<file path="src/rtl/food_dispense_ctrl_if.sv">
// Handshake bundle between the feed controller and its food timer / operator side.
// The master side drives requests and the timer status; the slave side is the controller.
interface food_dispense_ctrl_if #(
   parameter int unsigned PEND_W = 2,
   parameter int unsigned CNT_W  = 4
);
   logic              feed_req;
   logic              fault_clear;
   logic              switch_f_c;
   logic [CNT_W-1:0]  count_in;
   logic              timer_en;
   logic              timer_clr;
   logic              motor_on;
   logic              feed_done;
   logic              busy;
   logic [PEND_W-1:0] pending;
   logic              overflow;
   logic              fault;

   modport master (
      output feed_req, fault_clear, switch_f_c, count_in,
      input  timer_en, timer_clr, motor_on, feed_done, busy, pending, overflow, fault
   );

   modport slave (
      input  feed_req, fault_clear, switch_f_c, count_in,
      output timer_en, timer_clr, motor_on, feed_done, busy, pending, overflow, fault
   );
endinterface

</file>
<file path="src/rtl/food_dispense_ctrl.sv">
// Feed dispenser controller: queues feed requests, sequences the food timer,
// gates the motor, enforces a cooldown and traps timer misbehaviour in FAULT.
module food_dispense_ctrl #(
   parameter int unsigned FOOD_TIME   = 10,
   parameter int unsigned MAX_PENDING = 3,
   parameter int unsigned ARM_TIMEOUT = 4,
   parameter int unsigned RUN_TIMEOUT = 16,
   parameter int unsigned COOLDOWN    = 5
) (
   input logic                clock,
   input logic                reset,
   food_dispense_ctrl_if.slave bus
);

   localparam int unsigned CNT_W   = 4;
   localparam int unsigned PEND_W  = $clog2(MAX_PENDING + 1);
   localparam int unsigned TMO_MAX0 = (ARM_TIMEOUT > RUN_TIMEOUT) ? ARM_TIMEOUT : RUN_TIMEOUT;
   localparam int unsigned TMO_MAX = (TMO_MAX0 > COOLDOWN) ? TMO_MAX0 : COOLDOWN;
   localparam int unsigned TMO_W   = $clog2(TMO_MAX + 1);

   typedef enum logic [2:0] {
      S_IDLE  = 3'd0,
      S_CLEAR = 3'd1,
      S_ARM   = 3'd2,
      S_RUN   = 3'd3,
      S_DONE  = 3'd4,
      S_COOL  = 3'd5,
      S_FAULT = 3'd6
   } state_t;

   state_t            state_q, state_d;
   logic [TMO_W-1:0]  tmo_q, tmo_d;
   logic [PEND_W-1:0] pending_q, pending_d;
   logic              overflow_q, overflow_d;
   logic              timer_en_q, timer_en_d;
   logic              timer_clr_q, timer_clr_d;
   logic              motor_on_q, motor_on_d;
   logic              feed_done_q, feed_done_d;
   logic              busy_q, busy_d;
   logic              fault_q, fault_d;
   logic              req_inc, req_dec, flush;

   // Next state, queue bookkeeping and Moore output decode of the next state
   always_comb begin
      state_d     = state_q;
      tmo_d       = tmo_q;
      pending_d   = pending_q;
      overflow_d  = overflow_q;
      req_inc     = 1'b0;
      req_dec     = 1'b0;
      flush       = 1'b0;
      timer_en_d  = 1'b0;
      timer_clr_d = 1'b0;
      motor_on_d  = 1'b0;
      feed_done_d = 1'b0;
      busy_d      = 1'b0;
      fault_d     = 1'b0;

      case (state_q)
         S_IDLE: begin
            if (pending_q != '0) state_d = S_CLEAR;
         end
         S_CLEAR: state_d = S_ARM;
         S_ARM: begin
            if (bus.switch_f_c)                           state_d = S_RUN;
            else if (tmo_q == TMO_W'(ARM_TIMEOUT - 1))    state_d = S_FAULT;
         end
         S_RUN: begin
            // A falling active flag is only a success if the timer reached its terminal count
            if (!bus.switch_f_c)
               state_d = (bus.count_in == CNT_W'(FOOD_TIME)) ? S_DONE : S_FAULT;
            else if (tmo_q == TMO_W'(RUN_TIMEOUT - 1))
               state_d = S_FAULT;
         end
         S_DONE: state_d = S_COOL;
         S_COOL: begin
            if (tmo_q == TMO_W'(COOLDOWN - 1)) state_d = S_IDLE;
         end
         S_FAULT: begin
            if (bus.fault_clear) state_d = S_IDLE;
         end
         default: state_d = S_IDLE;
      endcase

      if (state_d != state_q)              tmo_d = '0;
      else if (tmo_q != TMO_W'(TMO_MAX))   tmo_d = tmo_q + TMO_W'(1);

      flush   = (state_q == S_FAULT) && bus.fault_clear;
      req_inc = bus.feed_req && (state_q != S_FAULT);
      req_dec = (state_q == S_RUN) && (state_d == S_DONE) && (pending_q != '0);

      if (flush) begin
         pending_d  = '0;
         overflow_d = 1'b0;
      end else if (req_inc && !req_dec) begin
         if (pending_q == PEND_W'(MAX_PENDING)) overflow_d = 1'b1;
         else                                   pending_d  = pending_q + PEND_W'(1);
      end else if (req_dec && !req_inc) begin
         pending_d = pending_q - PEND_W'(1);
      end

      timer_en_d  = (state_d == S_ARM) || (state_d == S_RUN);
      timer_clr_d = (state_d == S_CLEAR) || (state_d == S_FAULT);
      motor_on_d  = (state_d == S_RUN);
      feed_done_d = (state_d == S_DONE);
      busy_d      = (state_d != S_IDLE) && (state_d != S_FAULT);
      fault_d     = (state_d == S_FAULT);
   end

   // State, counters and registered outputs
   always_ff @(posedge clock or posedge reset) begin
      if (reset) begin
         state_q     <= S_IDLE;
         tmo_q       <= '0;
         pending_q   <= '0;
         overflow_q  <= 1'b0;
         timer_en_q  <= 1'b0;
         timer_clr_q <= 1'b0;
         motor_on_q  <= 1'b0;
         feed_done_q <= 1'b0;
         busy_q      <= 1'b0;
         fault_q     <= 1'b0;
      end else begin
         state_q     <= state_d;
         tmo_q       <= tmo_d;
         pending_q   <= pending_d;
         overflow_q  <= overflow_d;
         timer_en_q  <= timer_en_d;
         timer_clr_q <= timer_clr_d;
         motor_on_q  <= motor_on_d;
         feed_done_q <= feed_done_d;
         busy_q      <= busy_d;
         fault_q     <= fault_d;
      end
   end

   assign bus.timer_en  = timer_en_q;
   assign bus.timer_clr = timer_clr_q;
   assign bus.motor_on  = motor_on_q;
   assign bus.feed_done = feed_done_q;
   assign bus.busy      = busy_q;
   assign bus.pending   = pending_q;
   assign bus.overflow  = overflow_q;
   assign bus.fault     = fault_q;

endmodule

</file>
<file path="src/flat_wrapper.sv">
// flat-port wrapper written by rule: the top's interface ports become plain ports
module food_dispense_ctrl_flat 
#(
   parameter int unsigned FOOD_TIME   = 10,
   parameter int unsigned MAX_PENDING = 3,
   parameter int unsigned ARM_TIMEOUT = 4,
   parameter int unsigned RUN_TIMEOUT = 16,
   parameter int unsigned COOLDOWN    = 5
)
  (clock, reset, bus_feed_req, bus_fault_clear, bus_switch_f_c, bus_count_in, bus_timer_en, bus_timer_clr, bus_motor_on, bus_feed_done, bus_busy, bus_pending, bus_overflow, bus_fault);
  food_dispense_ctrl_if bus_i ();
  input logic clock;
  input logic reset;
  input wire logic [$bits(bus_i.feed_req)-1:0] bus_feed_req;
  input wire logic [$bits(bus_i.fault_clear)-1:0] bus_fault_clear;
  input wire logic [$bits(bus_i.switch_f_c)-1:0] bus_switch_f_c;
  input wire logic [$bits(bus_i.count_in)-1:0] bus_count_in;
  output wire logic [$bits(bus_i.timer_en)-1:0] bus_timer_en;
  output wire logic [$bits(bus_i.timer_clr)-1:0] bus_timer_clr;
  output wire logic [$bits(bus_i.motor_on)-1:0] bus_motor_on;
  output wire logic [$bits(bus_i.feed_done)-1:0] bus_feed_done;
  output wire logic [$bits(bus_i.busy)-1:0] bus_busy;
  output wire logic [$bits(bus_i.pending)-1:0] bus_pending;
  output wire logic [$bits(bus_i.overflow)-1:0] bus_overflow;
  output wire logic [$bits(bus_i.fault)-1:0] bus_fault;
  assign bus_i.feed_req = bus_feed_req;
  assign bus_i.fault_clear = bus_fault_clear;
  assign bus_i.switch_f_c = bus_switch_f_c;
  assign bus_i.count_in = bus_count_in;
  assign bus_timer_en = bus_i.timer_en;
  assign bus_timer_clr = bus_i.timer_clr;
  assign bus_motor_on = bus_i.motor_on;
  assign bus_feed_done = bus_i.feed_done;
  assign bus_busy = bus_i.busy;
  assign bus_pending = bus_i.pending;
  assign bus_overflow = bus_i.overflow;
  assign bus_fault = bus_i.fault;
  food_dispense_ctrl #(.FOOD_TIME(FOOD_TIME), .MAX_PENDING(MAX_PENDING), .ARM_TIMEOUT(ARM_TIMEOUT), .RUN_TIMEOUT(RUN_TIMEOUT), .COOLDOWN(COOLDOWN)) u_core (.clock(clock), .reset(reset), .bus(bus_i));
endmodule
</file>
<file path="config.mk">
export PLATFORM = sky130hd
export DESIGN_NAME = food_dispense_ctrl_flat
export DESIGN_NICKNAME = d
export VERILOG_FILES = /design/src/rtl/food_dispense_ctrl_if.sv /design/src/rtl/food_dispense_ctrl.sv /design/src/flat_wrapper.sv
export SDC_FILE = /design/constraint.sdc
export NUM_CORES = 1
export LEC_CHECK = 0
export CORE_ASPECT_RATIO = 1.4
export CORE_UTILIZATION = 50
export DETAILED_ROUTE_END_ITERATION = 7
export PLACE_DENSITY = 0.74
export SYNTH_ARGS = -nofsm -noshare
export SYNTH_HDL_FRONTEND = slang
export SYNTH_SLANG_ARGS = --single-unit
</file>
<file path="constraint.sdc">
create_clock -name clock -period 2.65 [get_ports clock]
set_input_delay 0.3975 -clock clock [delete_from_list [all_inputs] [get_ports clock]]
set_output_delay 0.3975 -clock clock [all_outputs]
set_load 0.05 [all_outputs]
</file>
Word-level counts from Yosys, hierarchy flattened
Cells that the tools add are included.
Widths: inputs -> output; s select.
{ "classes": {"eq_ne": 21, "n_mux": 18, "reduce_logical": 20, "n_addsub": 3} }
{ "op_table": {"columns": ["cell", "count"], "rows": [
  ["$mux 3", 7],
  ["$pmux 3 s7", 1],
  ["$eq 3x3->1 const B", 5],
  ["$eq 3x2->1 const B", 4],
  ["$mux 2", 5],
  ["$mux 5", 2],
  ["$reduce_bool 2->1", 4],
  ["$logic_and 1x1->1", 7],
  ["$eq 3x1->1 const B", 2],
  ["$ne 3x3->1 const B", 2],
  ["$reduce_bool 3->1", 2],
  ["$add 5x1->5 const B", 1],
  ["$eq 5x2->1 const B", 1],
  ["$eq 5x3->1 const B", 1],
  ["$eq 5x4->1 const B", 1],
  ["$ne 5x5->1 const B", 1],
  ["$eq 4x4->1 const B", 1],
  ["$reduce_and 2->1", 2],
  ["$logic_not 3->1", 1],
  ["$mux 1", 3],
  ["$ne 3x2->1 const B", 1],
  ["$ne 3x3->1", 1],
  ["$add 2x1->2 const B", 1],
  ["$eq 2x2->1 const B", 1],
  ["3 further kinds", 5]
]} }
{ "totals": {"reg_bits": 17, "output_inout_bits": 9, "in_bits": 9, "elab_cells": 72} }

Longest topological paths before layout
{ "depth": {"word_depth": 11, "ltp_mapped": 10} }

Worst setup path before layout
Ideal clock, no wire load.
{ "synth_timing": {"path_type": "register to register", "start": "register u_core.tmo_q[0]", "end": "register u_core.tmo_q[4]", "n_path_buf": 0, "path_stages_with_launch": 9, "setup_time_ns": 0.075, "synth_period_minus_slack_ns": 2.010, "path_slack_ns": 0.640, "t_arrival_ns": 1.936, "cell_sequence": "dfrtp_1 -> ha_1 -> and3_1 -> ha_1 -> or2b_1 -> o221a_1 -> a311oi_2 -> nand4b_2 -> a21oi_2"} }
{ "synth_between": {"elab_chain_cells": 6, "elab_cells_between_ends": 15, "cone_classes": "add/sub (1); eq/ne (5); mux (8); reduce/logical (1)"} }
{ "synth_lines": {"columns": ["element", "line", "source"], "rows": [
  ["start, declared", "food_dispense_ctrl.sv:32", "logic [TMO_W-1:0] tmo_q, tmo_d;"],
  ["start signal, assigned", "food_dispense_ctrl.sv:125", "tmo_q <= tmo_d;"],
  ["$eq 5x4->1 or $eq 5x2->1 (tied branches)", "food_dispense_ctrl.sv:72, food_dispense_ctrl.sv:66", null],
  ["$mux 3 (on tied branches)", "food_dispense_ctrl.sv:72, food_dispense_ctrl.sv:66", null],
  ["$mux 3 (on tied branches)", "food_dispense_ctrl.sv:70, food_dispense_ctrl.sv:65", null],
  ["$pmux 3 s7", "food_dispense_ctrl.sv:59", "case (state_q)"],
  ["$ne 3x3->1", "food_dispense_ctrl.sv:85", "if (state_d != state_q) tmo_d = '0;"],
  ["$mux 5 or $reduce_bool 2->1 (tied branches)", null, null]
]} }
Several ways; a longest one is shown, not always the timed one. The select of a mux whose other input is x is not followed.
A chain may end at the register's enable or synchronous reset.

Final worst setup path
{ "layout_timing": {"start": "register u_core.tmo_q[0]", "end": "register u_core.tmo_q[1]"} }
The elaborated chain is that of the path after synthesis.

==> flow_results.org <==
** Outcome
- The run finished with clean final reports.

** Global route
- Number of global-route vias before repair :: 768
- Global-route wire length before repair :: 3167 um
- Entering global routing, the biggest net connects 18 pins.
- Number of antenna violations at the first check in global routing :: 0
- Total global-route track usage :: 0.2207
- Total congestion overflow after global routing :: 0

** Placed design
- The HPWL after detailed placement is 1547 um.
- Port bufs :: 17
- Routability-driven placement finished with a final weighted congestion of 0.8252.

** Flow run
- The tool flagged a number of max-cap violations equal to 0.

** Setup path
- Critical path launch point type :: register
- At the worst endpoint, the arrival time is 2.45 ns.
- STA classifies the critical path endpoint as a register.
- The worst setup path is of the register to register kind.
- Flop2flop setup slack :: 0.44 ns
- Cell with the biggest individual delay on the critical path :: sky130_fd_sc_hd__dfrtp_1
- Critical path's most frequent cell :: sky130_fd_sc_hd__ha_1
- Walking the worst path, the cells encountered are ha_1, and3_1, ha_1, or2b_1, o221a_1, a311oi_2, nand4b_2, nor2_1.
- Crit-path max cell delay :: 0.43 ns
- Of all nets on the critical path, the largest fanout is 5.
- STA puts the critical path data required time at 2.89 ns.

** Clocking
- Post-cts hold buffer count :: 0
- Clock Root Buffer :: sky130_fd_sc_hd__clkbuf_4
- Depth of the CTS H-tree :: 1
- CTS tree :: yes
- Buffers inserted during clock tree synthesis total 3.
- # resized after CTS :: 0
- The later pin in the worst-skew pair is clocked with a latency of 0.31 ns.
- Buffers added to address setup during post-CTS repair amount to 0.
- Clock tree buffer depth :: 2
- After clock tree synthesis, the clock-pin slew on the worst setup and hold paths is 0.11 ns.
- Clock Sink Count :: 17

** STA
- Final setup violation count :: 0
- Fin. max-slew vios :: 0
- Final cycle utilization of the critical path :: 0.8339
- Setup TNS :: 0 ns
- Between clock sinks in the finished design, the worst skew comes to 0.01155 ns.
- For this run, the top clock speed supported by timing is 0.4525 GHz.
- The worst pin sits at a relative slew slack of 0.5785.
- Setup repair after global routing left no endpoint under its margin.
- Worst-Margin Slew :: 0.6315 ns
- The final hold violation count is 0.
- Post-route minimum period :: 2.210 ns

** Drt
- In the routed layout, each cell is associated on average with a via count of 5.875.
- Count of TritonRoute iterations in the first routing pass :: 4
- Number of DRC violations after detailed routing :: 0
- Post-route antenna net violation count :: 0
- Summed over all layers, the routed wires come to 1986 um.
- Detailed routing inserted a total of 799 vias.
- Dividing the detail-routed wire length by the instance count gives 14.60 um.
- Drt initial violations :: 9

** Synthesis
- Total nets after synthesis :: 111
- Synthesis instantiated 40 different standard cells from the library.
- After synthesis, the share of flip-flops with an asynchronous set or reset is 1.000.
- Synth Cell Area :: 989.7 um^2
- FF+latch count, synth :: 17
- Most used flip-flop cell after synthesis :: sky130_fd_sc_hd__dfrtp_1
- The cell count after synthesis came out at 98.
- Average footprint of a synthesized cell :: 10.10 um^2
- During synthesis, Yosys emitted a total of 0 warnings.
- Number of enable-type register cells in the synthesized netlist :: 0
- The share of the Yosys chip area taken by registers is 0.4298.

** Floorplanning
- After floorplanning, the core was sized to cover 0.001802 mm^2.
- For this design the top-level I/O count stands at 18.
- The initial utilization of the core area, before any placement, comes to 0.5493.
- The floorplan step set the die width to 39.60 um.
- Die boundary height :: 54.64 um
- The die covers 0.002164 mm^2.
- Row generation in the floorplan step produced 18 rows.

** Worst hold path
- The min-delay analysis places its worst path in the category primary input to async pin.

** Power and ir drop
- Power density normalized to cell area :: 1209 mW/mm^2
- Total power :: 1.443 mW
- For this design the static power due to leakage is 0.5154 nW.
- Largest voltage drop on the vdd net :: 0.7416 mV

** Cells and area
- Antenna diode count :: 0
- Max FFs per register :: 5
- Share of final-layout standard cells stronger than drive strength 1 :: 0.1121
- Total Nets Final :: 130
- FILL cells :: 155
- Register with the highest flop count :: u_core.tmo_q
- P&R area growth vs syn :: 20.61%
critical path: cells and delay by family, from the launching register on:
family	cells	cell delay [ns]
and+or+nand+nor	4	0.79
AOI/OAI and AO/OA	2	0.51
DFF	1	0.43
adders and majority gates	2	0.40
routing by layer:
metal / global-route usage / up-vias / wire length [um]
li1: - / 386 / -
met1: 0.1990 / 395 / 733
met2: 0.4126 / 13 / 1162
met3: 0.05285 / 5 / 45
met4: 0.1437 / 0 / 44
met5: 0 / - / 0
placed cells by master (no fill, tap or decap), types with 2 or more instances in the layout:
cell type and n:
sky130_fd_sc_hd__clkdlybuf4s50_1 17, sky130_fd_sc_hd__dfrtp_1 17, sky130_fd_sc_hd__nor2_1 13, sky130_fd_sc_hd__inv_1 8, sky130_fd_sc_hd__a21oi_1 6, sky130_fd_sc_hd__nor2b_1 5, sky130_fd_sc_hd__ha_1 4, sky130_fd_sc_hd__nand3_1 3
sky130_fd_sc_hd__and3_1 3, sky130_fd_sc_hd__o21ai_0 3, sky130_fd_sc_hd__nor3_1 3, sky130_fd_sc_hd__clkbuf_4 3, sky130_fd_sc_hd__nand2b_1 2, sky130_fd_sc_hd__a211oi_1 2, sky130_fd_sc_hd__nand2_1 2
cell usage after synthesis (all sizes together), types with 2 or more instances:
cell | n | share of area
nor3 | 3 | 0.015
dfrtp | 17 | 0.43
nor4 | 2 | 0.028
o21ai | 4 | 0.020
a21oi | 7 | 0.039
inv | 8 | 0.030
and3 | 3 | 0.019
nand2 | 2 | 0.0076
clkbuf | 2 | 0.011
nand3 | 3 | 0.015
nor2b | 5 | 0.032
a211oi | 2 | 0.015
nand2b | 3 | 0.027
nor2 | 13 | 0.049
ha | 4 | 0.051
where the power goes:
group,switching (mW),total (mW),internal [mW]
combinational,0.474,0.802,0.328
sequential,0.139,0.494,0.355
clock,0.0906,0.147,0.0565
total,0.704,1.44,0.739
logic make-up (layout without fill, tap and decap cells):
group,after synthesis,after routing,share of synthesized area
AO/OA/AOI/OAI,21,21,0.1492
multiplexers,1,1,0.01011
AND/OR/NAND/NOR,42,42,0.2933
XOR/XNOR,2,2,0.01770
buffers and inverters,11,29,0.04931
flip-flops,17,17,0.4298
adder cells (fa/ha/maj),4,4,0.05057
path summary, 6_finish.rpt:
kind / startpoint / to / cells after the start
worst min register to register: u_core.bus.overflow / u_core.bus.overflow / 2
worst max register to register: u_core.tmo_q[0] / u_core.tmo_q[1] / 8
worst max-delay path: u_core.tmo_q[0] / u_core.tmo_q[1] / 8
max in group asynchronous: reset / u_core.tmo_q[1] / 2
min in group clock: u_core.bus.overflow / u_core.bus.overflow / 2
worst min-delay path: reset / u_core.bus.timer_en / 2
layout make-up:
cell class / count / area [um^2] / share of cell area
timing repair buffer: 17 / 170.2 / 0.1426
clock buffer: 3 / 22.52 / 0.01887
inverter: 8 / 30.03 / 0.02516
multi-input combinational: 70 / 515.5 / 0.4319
sequential: 17 / 425.4 / 0.3564
clock inverter: 1 / 5.005 / 0.004193
tap: 20 / 25.02 / 0.02096
stage by stage:
| stage | std cells | instance area [um^2] | hold slack (ns) | utilization | setup WS [ns] |
|---|---|---|---|---|---|
| after floorplan | 98 | 989.7 | 0.3236 | - | 0.6399 |
| after global placement | 132 | 1166 | 0.4850 | 0.6472 | 0.3277 |
| after detailed placement | 132 | 1166 | 0.4951 | 0.6472 | 0.2040 |
| after CTS | 136 | 1194 | 0.4838 | 0.6625 | 0.4290 |
| after global routing | 136 | 1194 | 0.5434 | 0.6625 | 0.2820 |
| final | 136 | 1194 | 0.4594 | 0.6625 | 0.4402 |
Power figures use the tool's default switching activity.
